### src/rtl/robo_pkg.sv
// Shared definitions for the robot sensor path: sensor bit positions and the
// debounce defaults that the robot FSM and the sensor front-end both rely on.
package robo_pkg;

    localparam int NUM_CH        = 4;
    localparam int IDX_H         = 3;
    localparam int IDX_L         = 2;
    localparam int IDX_U         = 1;
    localparam int IDX_B         = 0;

    localparam int DEBOUNCE_DEF  = 8;
    localparam int CNT_WIDTH_DEF = 4;

    function automatic logic [2:0] popcount4(input logic [NUM_CH-1:0] v);
        logic [2:0] n;
        n = '0;
        for (int i = 0; i < NUM_CH; i++) begin
            n = n + 3'(v[i]);
        end
        return n;
    endfunction

endpackage

### src/rtl/robo_debounce_canal.sv
// One sensor channel: two-flop synchroniser, run-length debounce counter and
// the registered clean level, with per-edge accept/glitch strobes.
module robo_debounce_canal
    import robo_pkg::*;
#(
    parameter int DEBOUNCE  = DEBOUNCE_DEF,
    parameter int CNT_WIDTH = CNT_WIDTH_DEF
) (
    input  logic clk_i,
    input  logic rst_ni,
    input  logic raw_i,
    output logic level_o,
    output logic accept_o,
    output logic glitch_o,
    output logic busy_o
);

    localparam logic [CNT_WIDTH-1:0] LAST = CNT_WIDTH'(DEBOUNCE - 1);

    logic                 s1_q, s2_q;
    logic                 d_q, d_d;
    logic [CNT_WIDTH-1:0] c_q, c_d;

    always_comb begin
        c_d      = c_q;
        d_d      = d_q;
        accept_o = 1'b0;
        glitch_o = 1'b0;
        if (s2_q == d_q) begin
            // Falling back to the current level mid-count means the run was a glitch.
            if (c_q != '0) begin
                c_d      = '0;
                glitch_o = 1'b1;
            end
        end else if (c_q == LAST) begin
            d_d      = s2_q;
            c_d      = '0;
            accept_o = 1'b1;
        end else begin
            c_d = c_q + 1'b1;
        end
    end

    always_ff @(posedge clk_i or negedge rst_ni) begin
        if (!rst_ni) begin
            s1_q <= 1'b0;
            s2_q <= 1'b0;
            d_q  <= 1'b0;
            c_q  <= '0;
        end else begin
            s1_q <= raw_i;
            s2_q <= s1_q;
            d_q  <= d_d;
            c_q  <= c_d;
        end
    end

    assign level_o = d_q;
    assign busy_o  = (c_q != '0);

endmodule

### src/rtl/robo_sensores.sv
// Sensor front-end: four independent debounced channels feeding H/L/U/B, plus
// a shared change pulse, stability flag and saturating glitch counter.
module robo_sensores
    import robo_pkg::*;
#(
    parameter int DEBOUNCE     = DEBOUNCE_DEF,
    parameter int CNT_WIDTH    = CNT_WIDTH_DEF,
    parameter int GLITCH_WIDTH = 8
) (
    input  logic                    clock,
    input  logic                    reset,
    input  logic                    raw_h,
    input  logic                    raw_l,
    input  logic                    raw_u,
    input  logic                    raw_b,
    input  logic                    clear_glitch,
    output logic                    H,
    output logic                    L,
    output logic                    U,
    output logic                    B,
    output logic                    changed,
    output logic                    stable,
    output logic [GLITCH_WIDTH-1:0] glitch_count
);

    logic [NUM_CH-1:0] raw_vec, level, accept, glitch, busy;

    assign raw_vec[IDX_H] = raw_h;
    assign raw_vec[IDX_L] = raw_l;
    assign raw_vec[IDX_U] = raw_u;
    assign raw_vec[IDX_B] = raw_b;

    for (genvar g = 0; g < NUM_CH; g++) begin : g_ch
        robo_debounce_canal #(
            .DEBOUNCE  (DEBOUNCE),
            .CNT_WIDTH (CNT_WIDTH)
        ) u_canal (
            .clk_i    (clock),
            .rst_ni   (reset),
            .raw_i    (raw_vec[g]),
            .level_o  (level[g]),
            .accept_o (accept[g]),
            .glitch_o (glitch[g]),
            .busy_o   (busy[g])
        );
    end

    logic                    changed_q, changed_d;
    logic [GLITCH_WIDTH-1:0] glitch_q, glitch_d;
    logic [GLITCH_WIDTH:0]   gsum;

    always_comb begin
        changed_d = |accept;
        // One extra bit catches overflow; at most four glitches arrive per edge.
        gsum      = {1'b0, glitch_q} + (GLITCH_WIDTH + 1)'(popcount4(glitch));
        glitch_d  = gsum[GLITCH_WIDTH] ? '1 : gsum[GLITCH_WIDTH-1:0];
        if (clear_glitch) begin
            glitch_d = '0;
        end
    end

    always_ff @(posedge clock or negedge reset) begin
        if (!reset) begin
            changed_q <= 1'b0;
            glitch_q  <= '0;
        end else begin
            changed_q <= changed_d;
            glitch_q  <= glitch_d;
        end
    end

    assign H            = level[IDX_H];
    assign L            = level[IDX_L];
    assign U            = level[IDX_U];
    assign B            = level[IDX_B];
    assign changed      = changed_q;
    assign stable       = ~|busy;
    assign glitch_count = glitch_q;

endmodule

### config.mk
export PLATFORM = sky130hd
export DESIGN_NAME = robo_sensores
export DESIGN_NICKNAME = d
export VERILOG_FILES = /design/src/rtl/robo_pkg.sv /design/src/rtl/robo_debounce_canal.sv /design/src/rtl/robo_sensores.sv
export SDC_FILE = /design/constraint.sdc
export NUM_CORES = 1
export LEC_CHECK = 0
export CORE_ASPECT_RATIO = 1.5
export CORE_MARGIN = 1.5
export CORE_UTILIZATION = 35
export CTS_BUF_LIST = sky130_fd_sc_hd__clkbuf_16
export CTS_CLUSTER_SIZE = 25
export DETAILED_ROUTE_END_ITERATION = 16
export GPL_ROUTABILITY_DRIVEN = 0
export SLEW_MARGIN = 20
export SYNTH_ARGS = -nofsm -noshare
export SYNTH_HDL_FRONTEND = slang
export SYNTH_SLANG_ARGS = --single-unit
### constraint.sdc
create_clock -name clock -period 7.48 [get_ports clock]
set_clock_uncertainty 0.05 [all_clocks]
set_input_delay 1.87 -clock clock [delete_from_list [all_inputs] [get_ports clock]]
set_output_delay 1.87 -clock clock [all_outputs]
set_load 0.005 [all_outputs]
### After elaboration in Yosys (flattened, before gate mapping)

Index checks and enable logic that the tools add are counted.

| operators by class | value |
|---|---|
| add/subtract/negate cells | 8 |
| eq/ne operators | 12 |
| multiplexer cells | 30 |
| bitwise operators | 4 |
| reductions and logical operators | 11 |

Operators by type and width:

| cell | number |
|---|---|
| two-way mux 4 bit | 12 |
| adder 4 x 1 -> 4 bit, second input constant | 4 |
| == test 4 x 3 -> 1 bit, second input constant | 4 |
| two-way mux 1 bit | 16 |
| two-way mux 8 bit | 2 |
| nonzero test 4 bit | 4 |
| adder 8 x 3 -> 9 bit | 1 |
| != test 2 x 1 -> 1 bit, second input constant | 4 |
| AND reduction 2 bit | 4 |
| OR reduction 4 bit | 2 |
| == test 1 bit | 4 |
| NOT 1 bit | 4 |
| adder 2 x 1 -> 3 bit | 1 |
| adder 3 x 1 -> 3 bit | 1 |
| adder 1 x 1 -> 2 bit | 1 |
| logical NOT 1 bit | 1 |

| word-level totals | value |
|---|---|
| flip-flop bits (word level) | 37 |
| output and inout bits | 14 |
| word-level logic and storage cells | 83 |

### Logic depth before layout (Yosys ltp)

| depth | value |
|---|---|
| word-level depth | 9 |
| mapped depth | 11 |

### Modules after synthesis

A second synthesis with hierarchy kept.

| unflattened totals | value |
|---|---|
| cell total of the unflattened synthesis | 172 |
| area, all modules | 1,884.3 um^2 |

Modules (own cells, without submodules):

| module | instances | cells each | area an instance (um^2) | seq. area each (um^2) |
|---|---|---|---|---|
| robo_debounce_canal | 4 | 31 | 340.3 | 175.2 |
| robo_sensores | 1 | 48 | 523.0 | 225.2 |

### Worst setup path before layout

OpenSTA, ideal clock, no wires.

| timing | value |
|---|---|
| path kind | register to output |
| start | reg g_ch[2].u_canal.c_q[0] |
| end | out stable |
| arrival | 1.278 ns |
| required time | 5.560 ns |
| setup slack | 4.282 ns |
| stages on the path, launching flop included | 5 |
| buffers on the path | 0 |
| path through | dfrtp_1 inv_1 ha_1 or3b_4 nor4_2 |

| between the ends | value |
|---|---|
| cells in the longest elaborated chain, start to end | 3 |

RTL lines:

| what | line | RTL |
|---|---|---|
| start: declaration | robo_debounce_canal.sv:22 | `logic [CNT_WIDTH-1:0] c_q, c_d;` |
| start signal: assignment | robo_debounce_canal.sv:49 | `c_q <= '0;` |
| start signal: assignment | robo_debounce_canal.sv:54 | `c_q <= c_d;` |
| nonzero test 4 bit | robo_debounce_canal.sv:59 | `assign busy_o = (c_q != '0);` |
| OR reduction 4 bit | robo_sensores.sv:77 | `assign stable = ~\|busy;` |
| logical NOT 1 bit | robo_sensores.sv:77 |  |
| end: declaration | robo_sensores.sv:22 | `output logic stable,` |

No other way between the ends.

### Worst setup path in the final report

| timing | value |
|---|---|
| start | reg g_ch[0].u_canal.c_q[0] |
| end | out stable |

| between the ends | value |
|---|---|
| cells in the longest elaborated chain, start to end | 3 |

RTL lines:

| what | line |
|---|---|
| start: declaration | robo_debounce_canal.sv:22 |
| start signal: assignment | robo_debounce_canal.sv:49 |
| start signal: assignment | robo_debounce_canal.sv:54 |
| nonzero test 4 bit | robo_debounce_canal.sv:59 |
| OR reduction 4 bit | robo_sensores.sv:77 |
| logical NOT 1 bit | robo_sensores.sv:77 |

No other way between the ends.

==> impl_metrics.xml <==
<?xml version="1.0" encoding="UTF-8"?>
<metrics>
  <group name="setup_path">
    <metric name="worstSetupEndpoint" unit="">stable</metric>
    <metric name="worst_r2r_path_depth" unit="">11</metric>
    <metric name="timing.critical_path.depth" unit="">5</metric>
    <metric name="critPathMaxFanout" unit="">4</metric>
    <metric name="path_cells" unit="">inv_1 -&gt; ha_1 -&gt; or3b_1 -&gt; nor4_2 -&gt; clkdlybuf4s50_1</metric>
    <metric name="timing.critical_path.slowest_cell_delay" unit="ps">540</metric>
    <metric name="crit-reg2reg-capture" unit="">glitch_count[0]$_DFF_PN0_</metric>
    <metric name="cp_top_family" unit="">simple AND/OR/NAND/NOR gates</metric>
    <metric name="cpMaxStageDelayCell" unit="">sky130_fd_sc_hd__clkdlybuf4s50_1</metric>
    <metric name="cp-startpoint" unit="">g_ch[0].u_canal.c_q[0]$_DFFE_PN0P_</metric>
    <metric name="cp_data_arrival_time" unit="ps">2170</metric>
    <metric name="reg2reg_start" unit="">g_ch[0].u_canal.c_q[0]$_DFFE_PN0P_</metric>
    <metric name="cp.buffers_inverters" unit="">2</metric>
    <metric name="startpoint_type" unit="">flip-flop</metric>
    <metric name="setup.worst_path.class" unit="">reg2out</metric>
    <metric name="critical_path_required_time" unit="ps">5560</metric>
    <metric name="timing.reg2reg.setup_slack" unit="ps">4150</metric>
    <metric name="setup.worst_path.end_class" unit="">primary output</metric>
  </group>
  <group name="timing">
    <metric name="timing.final.crit_share" unit="">0.547</metric>
    <metric name="setup_viol_count_final" unit="">0</metric>
    <metric name="hold_viol" unit="">0</metric>
    <metric name="slew_headroom" unit="">0.379</metric>
    <metric name="min_period" unit="ps">4090</metric>
    <metric name="fmax" unit="MHz">244</metric>
    <metric name="setup_total_negative_slack" unit="ps">0</metric>
    <metric name="slew_violations" unit="">0</metric>
    <metric name="grt_setup_unrepaired" unit="">no</metric>
    <metric name="tightestPinTransition" unit="ps">931</metric>
  </group>
  <group name="power_and_ir_drop">
    <metric name="p_int" unit="uW">552</metric>
    <metric name="comb_power_share" unit="">0.413</metric>
    <metric name="static-leakage-power" unit="nW">0.986</metric>
    <metric name="switching_power_of_the_nets" unit="uW">326</metric>
    <metric name="netSwitchingFraction" unit="">0.371</metric>
    <metric name="irDropWorstVdd" unit="mV">0.199</metric>
    <metric name="power_per_cell_area" unit="mW/mm2">396</metric>
    <metric name="fraction_of_power_consumed_by_sequential_logic" unit="">0.360</metric>
    <metric name="pwr-share-clk" unit="">0.227</metric>
  </group>
  <group name="global_route">
    <metric name="grt_first_pass_wirelength" unit="um">6270</metric>
    <metric name="grt_pass1_vias" unit="">1402</metric>
    <metric name="globalRouteOverflowTotal" unit="">0</metric>
    <metric name="grt_use_total" unit="">0.149</metric>
    <metric name="grt_max_degree" unit="">38</metric>
    <metric name="antenna_found_initial" unit="">0</metric>
  </group>
  <group name="cts">
    <metric name="cts_tree" unit="">built</metric>
    <metric name="cts.sink_count" unit="">37</metric>
    <metric name="cts.htree.levels" unit="">2</metric>
    <metric name="buffer_count_from_post_cts_setup_fixing" unit="">0</metric>
    <metric name="clkTransAtPathRegs" unit="ps">60</metric>
    <metric name="cts_max_path_buffers" unit="">2</metric>
    <metric name="post_cts.resized_instances" unit="">0</metric>
    <metric name="cts_hold_buffers" unit="">0</metric>
    <metric name="clock_insertion_delay_worst_skew" unit="ps">280</metric>
    <metric name="ctsRootBufferMaster" unit="">sky130_fd_sc_hd__clkbuf_16</metric>
    <metric name="tritoncts.num_buffers" unit="">5</metric>
  </group>
  <group name="yosys">
    <metric name="synth.ff_latch_count" unit="">37</metric>
    <metric name="synth_top_cell_area_share" unit="">0.513</metric>
    <metric name="yosys.area.top_type" unit="">sky130_fd_sc_hd__dfrtp_1</metric>
    <metric name="syn_area_per_cell" unit="um2">11.0</metric>
    <metric name="synth.yosys.seq_area_share" unit="">0.513</metric>
    <metric name="synth_edf_count" unit="">0</metric>
    <metric name="syn_area" unit="mm2">0.00181</metric>
    <metric name="yosys.cell_count.top_type" unit="">sky130_fd_sc_hd__dfrtp_1</metric>
    <metric name="synth.top_cells.by_area" unit="">sky130_fd_sc_hd__dfrtp_1 51%, sky130_fd_sc_hd__ha_1 6.2%, sky130_fd_sc_hd__xnor2_1 3.9%</metric>
    <metric name="ys.warnings.count" unit="">0</metric>
    <metric name="async_flop_share" unit="">1.00</metric>
    <metric name="synth.lib_cells_used.distinct" unit="">34</metric>
    <metric name="synth.net_count" unit="">183</metric>
    <metric name="netlist_instances" unit="">164</metric>
    <metric name="list_of_most_frequent_post_synthesis_cells" unit="">37 x sky130_fd_sc_hd__dfrtp_1, 16 x sky130_fd_sc_hd__nand2_1, 13 x sky130_fd_sc_hd__a21oi_1, 13 x sky130_fd_sc_hd__inv_1</metric>
    <metric name="synth_ff_type" unit="">sky130_fd_sc_hd__dfrtp_1</metric>
  </group>
  <group name="outcome">
    <metric name="result_of_the_run" unit="">completed</metric>
  </group>
  <group name="final_layout">
    <metric name="layoutNonFillerInstCount" unit="">257</metric>
    <metric name="finalNetCount" unit="">209</metric>
    <metric name="fraction_of_final_layout_cells_sized_beyond_drive_strength_1" unit="">0.0942</metric>
    <metric name="insertedDiodeCount" unit="">0</metric>
    <metric name="layout-area-overhead-vs-synth" unit="%">22.9</metric>
  </group>
  <group name="die">
    <metric name="die_w" unit="um">61.6</metric>
    <metric name="die_y" unit="um">91.0</metric>
    <metric name="floorplan.initialDensity" unit="">0.369</metric>
    <metric name="std_cell_rows" unit="">31</metric>
    <metric name="core_area" unit="mm2">0.00489</metric>
    <metric name="die_area" unit="mm2">0.00561</metric>
    <metric name="boundaryPins" unit="">21</metric>
  </group>
  <group name="routing">
    <metric name="vias" unit="">1306</metric>
    <metric name="detail_route.vias_per_cell" unit="">5.08</metric>
    <metric name="route.final.wire_length" unit="um">3700</metric>
    <metric name="drtIter0Drc" unit="">31</metric>
    <metric name="drt_pass1_iterations" unit="">4</metric>
    <metric name="ant_nets" unit="">0</metric>
    <metric name="wl_per_cell" unit="um">14.4</metric>
    <metric name="post-route-drc-count" unit="">0</metric>
  </group>
  <group name="run">
    <metric name="max_cap_viol_count" unit="">0</metric>
  </group>
  <group name="placed_design">
    <metric name="detailedPlacementHpwl" unit="um">2720</metric>
    <metric name="place.detailed.instances" unit="">249</metric>
    <metric name="io_buffer_count" unit="">20</metric>
  </group>
  <group name="min_path">
    <metric name="worst_hold_path_type" unit="">reg2reg</metric>
  </group>
</metrics>
[per-stage QoR]
step | hold slack (ps) | utilization | worst slack, ps | power [mW] | instance area, um2
2_1_floorplan | 281 | - | 4280 | 0.563 | 1810
3_3_place_gp | 283 | 0.425 | 3710 | 0.658 | 2080
3_5_place_dp | 286 | 0.425 | 3670 | 0.681 | 2080
4_1_cts | 298 | 0.454 | 3370 | 0.885 | 2220
5_1_grt | 309 | 0.454 | 3290 | 0.952 | 2220
6_report | 295 | 0.454 | 3390 | 0.878 | 2220
[registers in the layout, summed over array words and instances (netlist names)]
signal,count
g_ch.u_canal.level_o,4
g_ch.u_canal.s1_q,4
g_ch.u_canal.c_q,16
changed,1
g_ch.u_canal.s2_q,4
glitch_count,8
[layout by cell type, fill, tap and decap left out, types with 2 or more instances in the layout]
cell / n
sky130_fd_sc_hd__dfrtp_1: 37
sky130_fd_sc_hd__clkdlybuf4s50_1: 19
sky130_fd_sc_hd__nand2_1: 16
sky130_fd_sc_hd__inv_1: 14
sky130_fd_sc_hd__a21oi_1: 13
sky130_fd_sc_hd__nor2_1: 9
sky130_fd_sc_hd__ha_1: 9
sky130_fd_sc_hd__xnor2_1: 8
sky130_fd_sc_hd__nor3_1: 7
sky130_fd_sc_hd__nand3_1: 6
sky130_fd_sc_hd__xor2_1: 5
sky130_fd_sc_hd__clkbuf_16: 5
sky130_fd_sc_hd__nor2b_1: 4
sky130_fd_sc_hd__mux2_2: 4
sky130_fd_sc_hd__nand4b_1: 3
sky130_fd_sc_hd__o21bai_1: 3
sky130_fd_sc_hd__o31ai_1: 3
sky130_fd_sc_hd__fa_1: 3
sky130_fd_sc_hd__nand4_1: 2
sky130_fd_sc_hd__o21ai_0: 2
sky130_fd_sc_hd__o22a_1: 2
sky130_fd_sc_hd__clkinv_2: 2
[layer usage]
metal | vias up | global-route usage | part of all wire
met2 | 27 | 0.250 | 0.54
met1 | 651 | 0.176 | 0.40
met5 | - | 0 | 0
met4 | 0 | 0.0656 | 0.027
met3 | 8 | 0.0313 | 0.033
li1 | 620 | - | -
[power by group through the flow]
| stage | Clock [mW] | Combinational (mW) | Sequential, mW |
|---|---|---|---|
| floorplan | 0 | 0.256 | 0.306 |
| global placement | 0 | 0.346 | 0.311 |
| detailed placement | 0 | 0.363 | 0.317 |
| CTS | 0.203 | 0.367 | 0.315 |
| global route | 0.212 | 0.415 | 0.326 |
| finish | 0.199 | 0.363 | 0.316 |
[layout make-up]
class / instances / area, um2
multi-input combinational: 113 / 827
timing repair buffer: 20 / 195
fill: 484 / 2670
tap: 66 / 82.6
clock buffer: 5 / 125
sequential: 37 / 926
inverter: 13 / 48.8
clock inverter: 3 / 13.8
[cell families after synthesis]
logic type	count (synthesis)	share of synthesized area
AO/OA/AOI/OAI	29	0.104
buffers and inverters	14	0.0291
AND/OR/NAND/NOR	54	0.161
flip-flops	37	0.513
adder cells (fa/ha/maj)	12	0.0956
multiplexers	4	0.0249
XOR/XNOR	14	0.0721
[worst min path at each step]
| stage | endpoint | slack (ps) | startpoint | cells past startpoint |
|---|---|---|---|---|
| after CTS | g_ch[0].u_canal.s2_q$_DFF_PN0_ | 300 | g_ch[0].u_canal.s1_q$_DFF_PN0_ | 0 |
| after floorplan | g_ch[0].u_canal.s2_q$_DFF_PN0_ | 280 | g_ch[0].u_canal.s1_q$_DFF_PN0_ | 0 |
| after global placement | g_ch[2].u_canal.s2_q$_DFF_PN0_ | 280 | g_ch[2].u_canal.s1_q$_DFF_PN0_ | 0 |
| after detailed placement | g_ch[0].u_canal.s2_q$_DFF_PN0_ | 290 | g_ch[0].u_canal.s1_q$_DFF_PN0_ | 0 |
| after global routing | g_ch[2].u_canal.s2_q$_DFF_PN0_ | 310 | g_ch[2].u_canal.s1_q$_DFF_PN0_ | 0 |
| final | g_ch[0].u_canal.s2_q$_DFF_PN0_ | 300 | g_ch[0].u_canal.s1_q$_DFF_PN0_ | 0 |
(Power assumes the default switching activity.)
